--- src/rtl/relm_custom_muldiv.sv ---
// relm_custom_muldiv: multi-cycle radix-2 multiply/divide custom-instruction unit
//   clk, rst_n            clock, asynchronous active-low reset
//   req_in, op_in         start pulse (sampled in IDLE), op_in[1:0] = MULU/MULS/DIVU/reserved
//   a_in, x_in, xb_in     operand A and the two operand B candidates
//   opb_in                B select (0: x_in, 1: xb_in)
//   cb_in                 upper WC bits are a tag passed through to cb_out
//   busy_out, done_out    busy in RUN/DONE, one-cycle done pulse
//   a_out, cb_out         primary result, {tag, secondary result}
module relm_custom_muldiv #(
    parameter int WD  = 32,
    parameter int WOP = 5,
    parameter int WC  = 32
) (
    input  logic              clk,
    input  logic              rst_n,
    input  logic              req_in,
    input  logic [WOP-1:0]    op_in,
    input  logic [WD-1:0]     a_in,
    input  logic [WC+WD-1:0]  cb_in,
    input  logic [WD-1:0]     x_in,
    input  logic [WD-1:0]     xb_in,
    input  logic              opb_in,
    output logic              busy_out,
    output logic              done_out,
    output logic [WD-1:0]     a_out,
    output logic [WC+WD-1:0]  cb_out
);
    localparam int CW = $clog2(WD);
    typedef enum logic [1:0] {IDLE, RUN, DONE} state_t;
    state_t            state_q, state_d;
    logic [1:0]        op_q, op_d;
    logic [CW-1:0]     cnt_q, cnt_d;
    logic [2*WD-1:0]   acc_q, acc_d;
    logic [WD-1:0]     rem_q, rem_d;
    logic [WD-1:0]     b_q, b_d;
    logic              neg_q, neg_d;
    logic [WC+WD-1:0]  tag_q, tag_d;
    logic [WD-1:0]     a_out_q, a_out_d;
    logic [WC+WD-1:0]  cb_out_q, cb_out_d;
    logic              done_q, done_d;
    logic [WD-1:0]     b_sel, a_mag, b_mag, div_diff;
    logic [WD:0]       mul_sum, div_sh;
    logic [2*WD-1:0]   prod;
    logic              muls, div_ge;
    logic              unused_op;
    assign unused_op = ^op_in;
    assign busy_out  = state_q != IDLE;
    assign done_out  = done_q;
    assign a_out     = a_out_q;
    assign cb_out    = cb_out_q;
    always_comb begin
        b_sel    = opb_in ? xb_in : x_in;
        muls     = op_in[1:0] == 2'b01;
        a_mag    = (muls && a_in[WD-1]) ? -a_in : a_in;
        b_mag    = (muls && b_sel[WD-1]) ? -b_sel : b_sel;
        // acc = {partial product high, remaining multiplier bits}
        mul_sum  = {1'b0, acc_q[2*WD-1:WD]} + {1'b0, acc_q[0] ? b_q : '0};
        // restoring division: dividend bits shift out of acc[WD-1:0], quotient bits shift in
        div_sh   = {rem_q, acc_q[WD-1]};
        div_ge   = div_sh >= {1'b0, b_q};
        div_diff = div_sh[WD-1:0] - b_q;
        prod     = neg_q ? -acc_q : acc_q;
        state_d  = state_q;
        op_d     = op_q;
        cnt_d    = cnt_q;
        acc_d    = acc_q;
        rem_d    = rem_q;
        b_d      = b_q;
        neg_d    = neg_q;
        tag_d    = tag_q;
        a_out_d  = a_out_q;
        cb_out_d = cb_out_q;
        done_d   = 1'b0;
        case (state_q)
            IDLE: if (req_in) begin
                op_d    = op_in[1:0];
                tag_d   = cb_in;
                neg_d   = muls && (a_in[WD-1] ^ b_sel[WD-1]);
                b_d     = b_mag;
                acc_d   = {{WD{1'b0}}, a_mag};
                rem_d   = '0;
                cnt_d   = '0;
                state_d = (op_in[1:0] == 2'b11) ? DONE : RUN;
            end
            RUN: begin
                if (op_q[1]) begin
                    rem_d = div_ge ? div_diff : div_sh[WD-1:0];
                    acc_d = {acc_q[2*WD-1:WD], acc_q[WD-2:0], div_ge};
                end else begin
                    acc_d = {mul_sum, acc_q[WD-1:1]};
                end
                cnt_d   = cnt_q + CW'(1);
                state_d = (cnt_q == CW'(WD-1)) ? DONE : RUN;
            end
            DONE: begin
                a_out_d  = (op_q == 2'b11) ? '0 : op_q[1] ? acc_q[WD-1:0] : prod[WD-1:0];
                cb_out_d = tag_q;
                cb_out_d[WD-1:0] = (op_q == 2'b11) ? '0 : op_q[1] ? rem_q : prod[2*WD-1:WD];
                done_d   = 1'b1;
                state_d  = IDLE;
            end
            default: state_d = IDLE;
        endcase
    end
    always_ff @(posedge clk or negedge rst_n) begin
        if (!rst_n) begin
            state_q  <= IDLE;
            op_q     <= '0;
            cnt_q    <= '0;
            acc_q    <= '0;
            rem_q    <= '0;
            b_q      <= '0;
            neg_q    <= 1'b0;
            tag_q    <= '0;
            a_out_q  <= '0;
            cb_out_q <= '0;
            done_q   <= 1'b0;
        end else begin
            state_q  <= state_d;
            op_q     <= op_d;
            cnt_q    <= cnt_d;
            acc_q    <= acc_d;
            rem_q    <= rem_d;
            b_q      <= b_d;
            neg_q    <= neg_d;
            tag_q    <= tag_d;
            a_out_q  <= a_out_d;
            cb_out_q <= cb_out_d;
            done_q   <= done_d;
        end
    end
endmodule

--- config.mk ---
export PLATFORM = sky130hd
export DESIGN_NAME = relm_custom_muldiv
export DESIGN_NICKNAME = d
export VERILOG_FILES = /design/src/rtl/relm_custom_muldiv.sv
export SDC_FILE = /design/constraint.sdc
export NUM_CORES = 1
export LEC_CHECK = 0
export BUFFER_PORTS_ARGS = -buffer_cell sky130_fd_sc_hd__buf_4
export CORE_MARGIN = 4
export CORE_UTILIZATION = 60
export CTS_CLUSTER_DIAMETER = 200
export DETAILED_ROUTE_END_ITERATION = 8
export PLACE_DENSITY_LB_ADDON = 0.2
export SYNTH_ARGS = -nofsm -noshare
export SYNTH_HDL_FRONTEND = slang
export SYNTH_SLANG_ARGS = --single-unit
--- constraint.sdc ---
create_clock -name clk -period 7 [get_ports clk]
set_input_delay 0.35 -clock clk [delete_from_list [all_inputs] [get_ports clk]]
set_output_delay 0.35 -clock clk [all_outputs]
set_load 0.01 [all_outputs]
==> flow_metrics.tcl <==
set metrics [dict create \
    status "finished clean" \
    power_switching_mw 4.42 \
    fin_ws_ps 2820 \
    ctsResizeCount 0 \
    finalSetupViolCount 0 \
    rrSetupSlack_ps 2820 \
    cts.sinks 267 \
    dp_slack_ps 3030 \
    fin_crit_ps 4180 \
    synthAdderAreaFrac 0.0519 \
    combPwrFrac 0.528 \
    synth_edf_count 0 \
    utilization 0.717 \
    track_usage 0.308 \
    rsz0062_at_grt "no" \
    peakVddDrop_uv 223 \
    fmax_mhz 239 \
    wl_per_cell_um 18.9 \
    relSlewSlack 0.226 \
    synth.avg_cell_area_um2 8.31 \
    crit_path_end "acc_q[62]" \
    reg2reg_from "acc_q[0]" \
    layout.nets 2519 \
    post_cts_buffers 0 \
    syn_nets 2334 \
    drt-pass1-iter-count 6 \
    synthToLayoutAreaGrowth_pct 18.3 \
    crit_chain "inv_1 -> buf_4 -> nor2_1 -> ha_1 -> o21a_1 -> a2111oi_0 -> o32ai_1 -> nand4_1 -> a2111oi_0 -> a21oi_1 -> o21ai_0 -> xor2_1 -> a22o_1" \
    cp_max_fo 29 \
    cts-root-buf "clkbuf_16" \
    period_share 0.597 \
    die_area_um2 31800 \
    synth_top_family_by_area "compound AO/OA/AOI/OAI gates" \
    grt_pass1_vias 15200 \
    via_per_inst 6.10 \
    fin_area_um2 20600 \
    max_stage_delay_ps 740 \
    ff2ff_path_depth 13 \
    path_buf_inv 2 \
    cts_made_buffers 29 \
    fin_worst_skew_ps 11.3 \
    finalWirelength_um 50800 \
    drt-initial-drc-count 1649 \
    setup_tns_ps 0 \
    finalMaxSlewViolations 0 \
    final-hold-violation-count 0 \
    hpwl_um 35700 \
    synth.mux.area_fraction 0.0438 \
    reg2reg_to "acc_q[62]" \
    whs_path_depth 3 \
    clk_latency_ps 560 \
    grt_max_degree 139 \
    placed_area_um2 19300 \
    antenna_left 0 \
    htree_levels 1 \
    via_count 16400 \
    fp.dieH_um 178 \
    fill_cells 2219 \
    clk_path_buf_depth 3 \
    drc 0 \
    yosys_warnings 0 \
    holdCritPathClass "input pin to flop" \
    yosys.area_share.simple 0.194 \
    synth-compound-area-share 0.209 \
    max_cap_viol_count 0 \
    initial_core_util 0.607 \
    post_synth_xor_area_fraction 0.0770 \
    gp_congestion 0.962 \
    crit_start "acc_q[0]" \
    clkPwrFrac 0.164 \
    cts_tree "built" \
    synth_cell_type_count 74 \
    async_flop_share 1.00 \
    total_power_mw 9.74 \
    ioPinCount 267 \
    die_w_um 178 \
    ys_seq_elements 267 \
    p_seq_frac 0.308 \
    port-buffer-count 231 \
    drive_gt1_frac 0.144 \
    clk_pin_slew_worst_paths_ps 60 \
    synthCells 2094 \
    grt_overflow_total 0 \
    crit_required_ps 7450 \
    p_per_area_nw_per_um2 473 \
    slowest_stage "a2111oi_0" \
    critPathKind "flop to flop" \
    p_leak_nw 9.55 \
    tightest_slew_ps 1160 \
    crit_top_cell "a2111oi_0" \
    antenna_found_initial 0 \
    p_sw_frac 0.454 \
    hold_buffers 30 \
    floorplan.rows 62 \
    power.internal_mw 5.32 \
    coreArea_um2 28700 \
    path_depth 13 \
    grt_first_pass_wirelength_um 79500 \
    arrival_ps 4630 \
    cpLargestDelayFamily "compound AO/OA/AOI/OAI gates" \
    syn_area_um2 17400 \
    endpoint_kind "flop" \
    seq_area_frac_synth 0.384 \
    crit_path_start_kind "flop" \
    synthFlopType "dfrtp_1" \
]
worst reg2reg max path, stage by stage (launching register included):
cell,delay [ps]
dfrtp_1,420
inv_1,180
buf_4,340
nor2_1,100
ha_1,360
o21a_1,170
a2111oi_0,170
o32ai_1,490
nand4_1,300
a2111oi_0,740
a21oi_1,240
o21ai_0,280
xor2_1,100
a22o_1,180
power groups by stage:
stage | logic [mW] | registers (mW) | clock network [mW]
6_report | 5.14 | 3.00 | 1.60
5_1_grt | 5.68 | 3.06 | 1.68
4_1_cts | 5.06 | 2.96 | 1.61
3_5_place_dp | 5.01 | 2.98 | 0
3_3_place_gp | 4.88 | 2.95 | 0
2_1_floorplan | 3.58 | 2.81 | 0
stage by stage:
stage / cells / hold WS, ps
2_1_floorplan: 2094 / 54.4
3_3_place_gp: 2602 / 444
3_5_place_dp: 2602 / 449
4_1_cts: 2685 / 0.119
5_1_grt: 2685 / 12.8
6_report: 2686 / 15.7
cell families after synthesis:
| family | Yosys count |
|---|---|
| buffers and inverters | 178 |
| DFF | 267 |
| AOI/OAI and AO/OA | 602 |
| muxes | 75 |
| xor gates and xnor gates | 153 |
| and+or+nand+nor | 748 |
| adders and majority gates | 71 |
area by class of cell:
| class | count | area [µm²] | area share |
|---|---|---|---|
| antenna | 1 | 2.50 | 0.000122 |
| clock buffer | 38 | 800 | 0.0388 |
| clock inverter | 15 | 193 | 0.00936 |
| inverter | 57 | 214 | 0.0104 |
| multi-input combinational | 1649 | 10100 | 0.489 |
| sequential | 267 | 6680 | 0.325 |
| tap | 384 | 480 | 0.0233 |
| timing repair buffer | 275 | 2160 | 0.105 |
sequential cells by signal, summed over array words and instances (netlist names):
name and cells:
neg_q 1, state_q 2, a_out 32, cb_out 64
done_out 1, acc_q 64, tag_q 32, cnt_q 5
rem_q 32, op_q 2, b_q 32
routing by layer:
| metal | global-route usage | part of all wire | wire [µm] |
|---|---|---|---|
| met5 | 0 | 0 | 0 |
| met4 | 0.0812 | 0.025 | 1270 |
| met3 | 0.0447 | 0.089 | 4530 |
| met2 | 0.470 | 0.44 | 22300 |
| met1 | 0.463 | 0.45 | 22700 |
worst min path at each step:
stage	from	end
after floorplan	rst_n	a_out[0]
after global placement	tag_q[38]	cb_out[38]
after detailed placement	tag_q[58]	cb_out[58]
after CTS	cb_in[63]	tag_q[63]
after global routing	cb_in[61]	tag_q[61]
final	cb_in[36]	tag_q[36]
placed cells by master (no fill, tap or decap), types with 10 or more instances in the layout:
cell type | Yosys | final
nand2_1 | 373 | 372
dfrtp_1 | 267 | 266
buf_4 | 1 | 243
o21ai_0 | 218 | 218
a21oi_1 | 157 | 157
nor2_1 | 150 | 150
xor2_1 | 84 | 84
xnor2_1 | 69 | 69
ha_1 | 69 | 69
mux2i_1 | 66 | 66
inv_1 | 56 | 56
nor3_1 | 42 | 42
nor2b_1 | 32 | 31
dlygate4sd3_1 | 0 | 30
clkbuf_16 | 0 | 29
a211oi_1 | 28 | 28
a21o_1 | 27 | 27
nand3_1 | 26 | 26
nand2b_1 | 24 | 23
a31oi_1 | 23 | 23
or3_1 | 22 | 22
o31ai_1 | 21 | 21
a22o_1 | 19 | 19
nand4_1 | 17 | 17
a22oi_1 | 14 | 14
and3_1 | 11 | 11
nor4_1 | 11 | 11
a32oi_1 | 10 | 10
cells in the mapped netlist (22+ instances only):
cell / number / area, µm²
or3_1: 22 / 138
a21oi_1: 157 / 786
mux2i_1: 66 / 661
nor3_1: 42 / 210
inv_1: 56 / 210
clkbuf_1: 98 / 368
nor2b_1: 32 / 200
xnor2_1: 69 / 604
a211oi_1: 28 / 210
nand2b_1: 24 / 150
a31oi_1: 23 / 144
o21ai_0: 218 / 1090
ha_1: 69 / 863
dfrtp_1: 267 / 6680
nand2_1: 373 / 1400
nor2_1: 150 / 563
a21o_1: 27 / 203
nand3_1: 26 / 130
xor2_1: 84 / 736
Note: power is estimated with default switching activity, not from simulation.
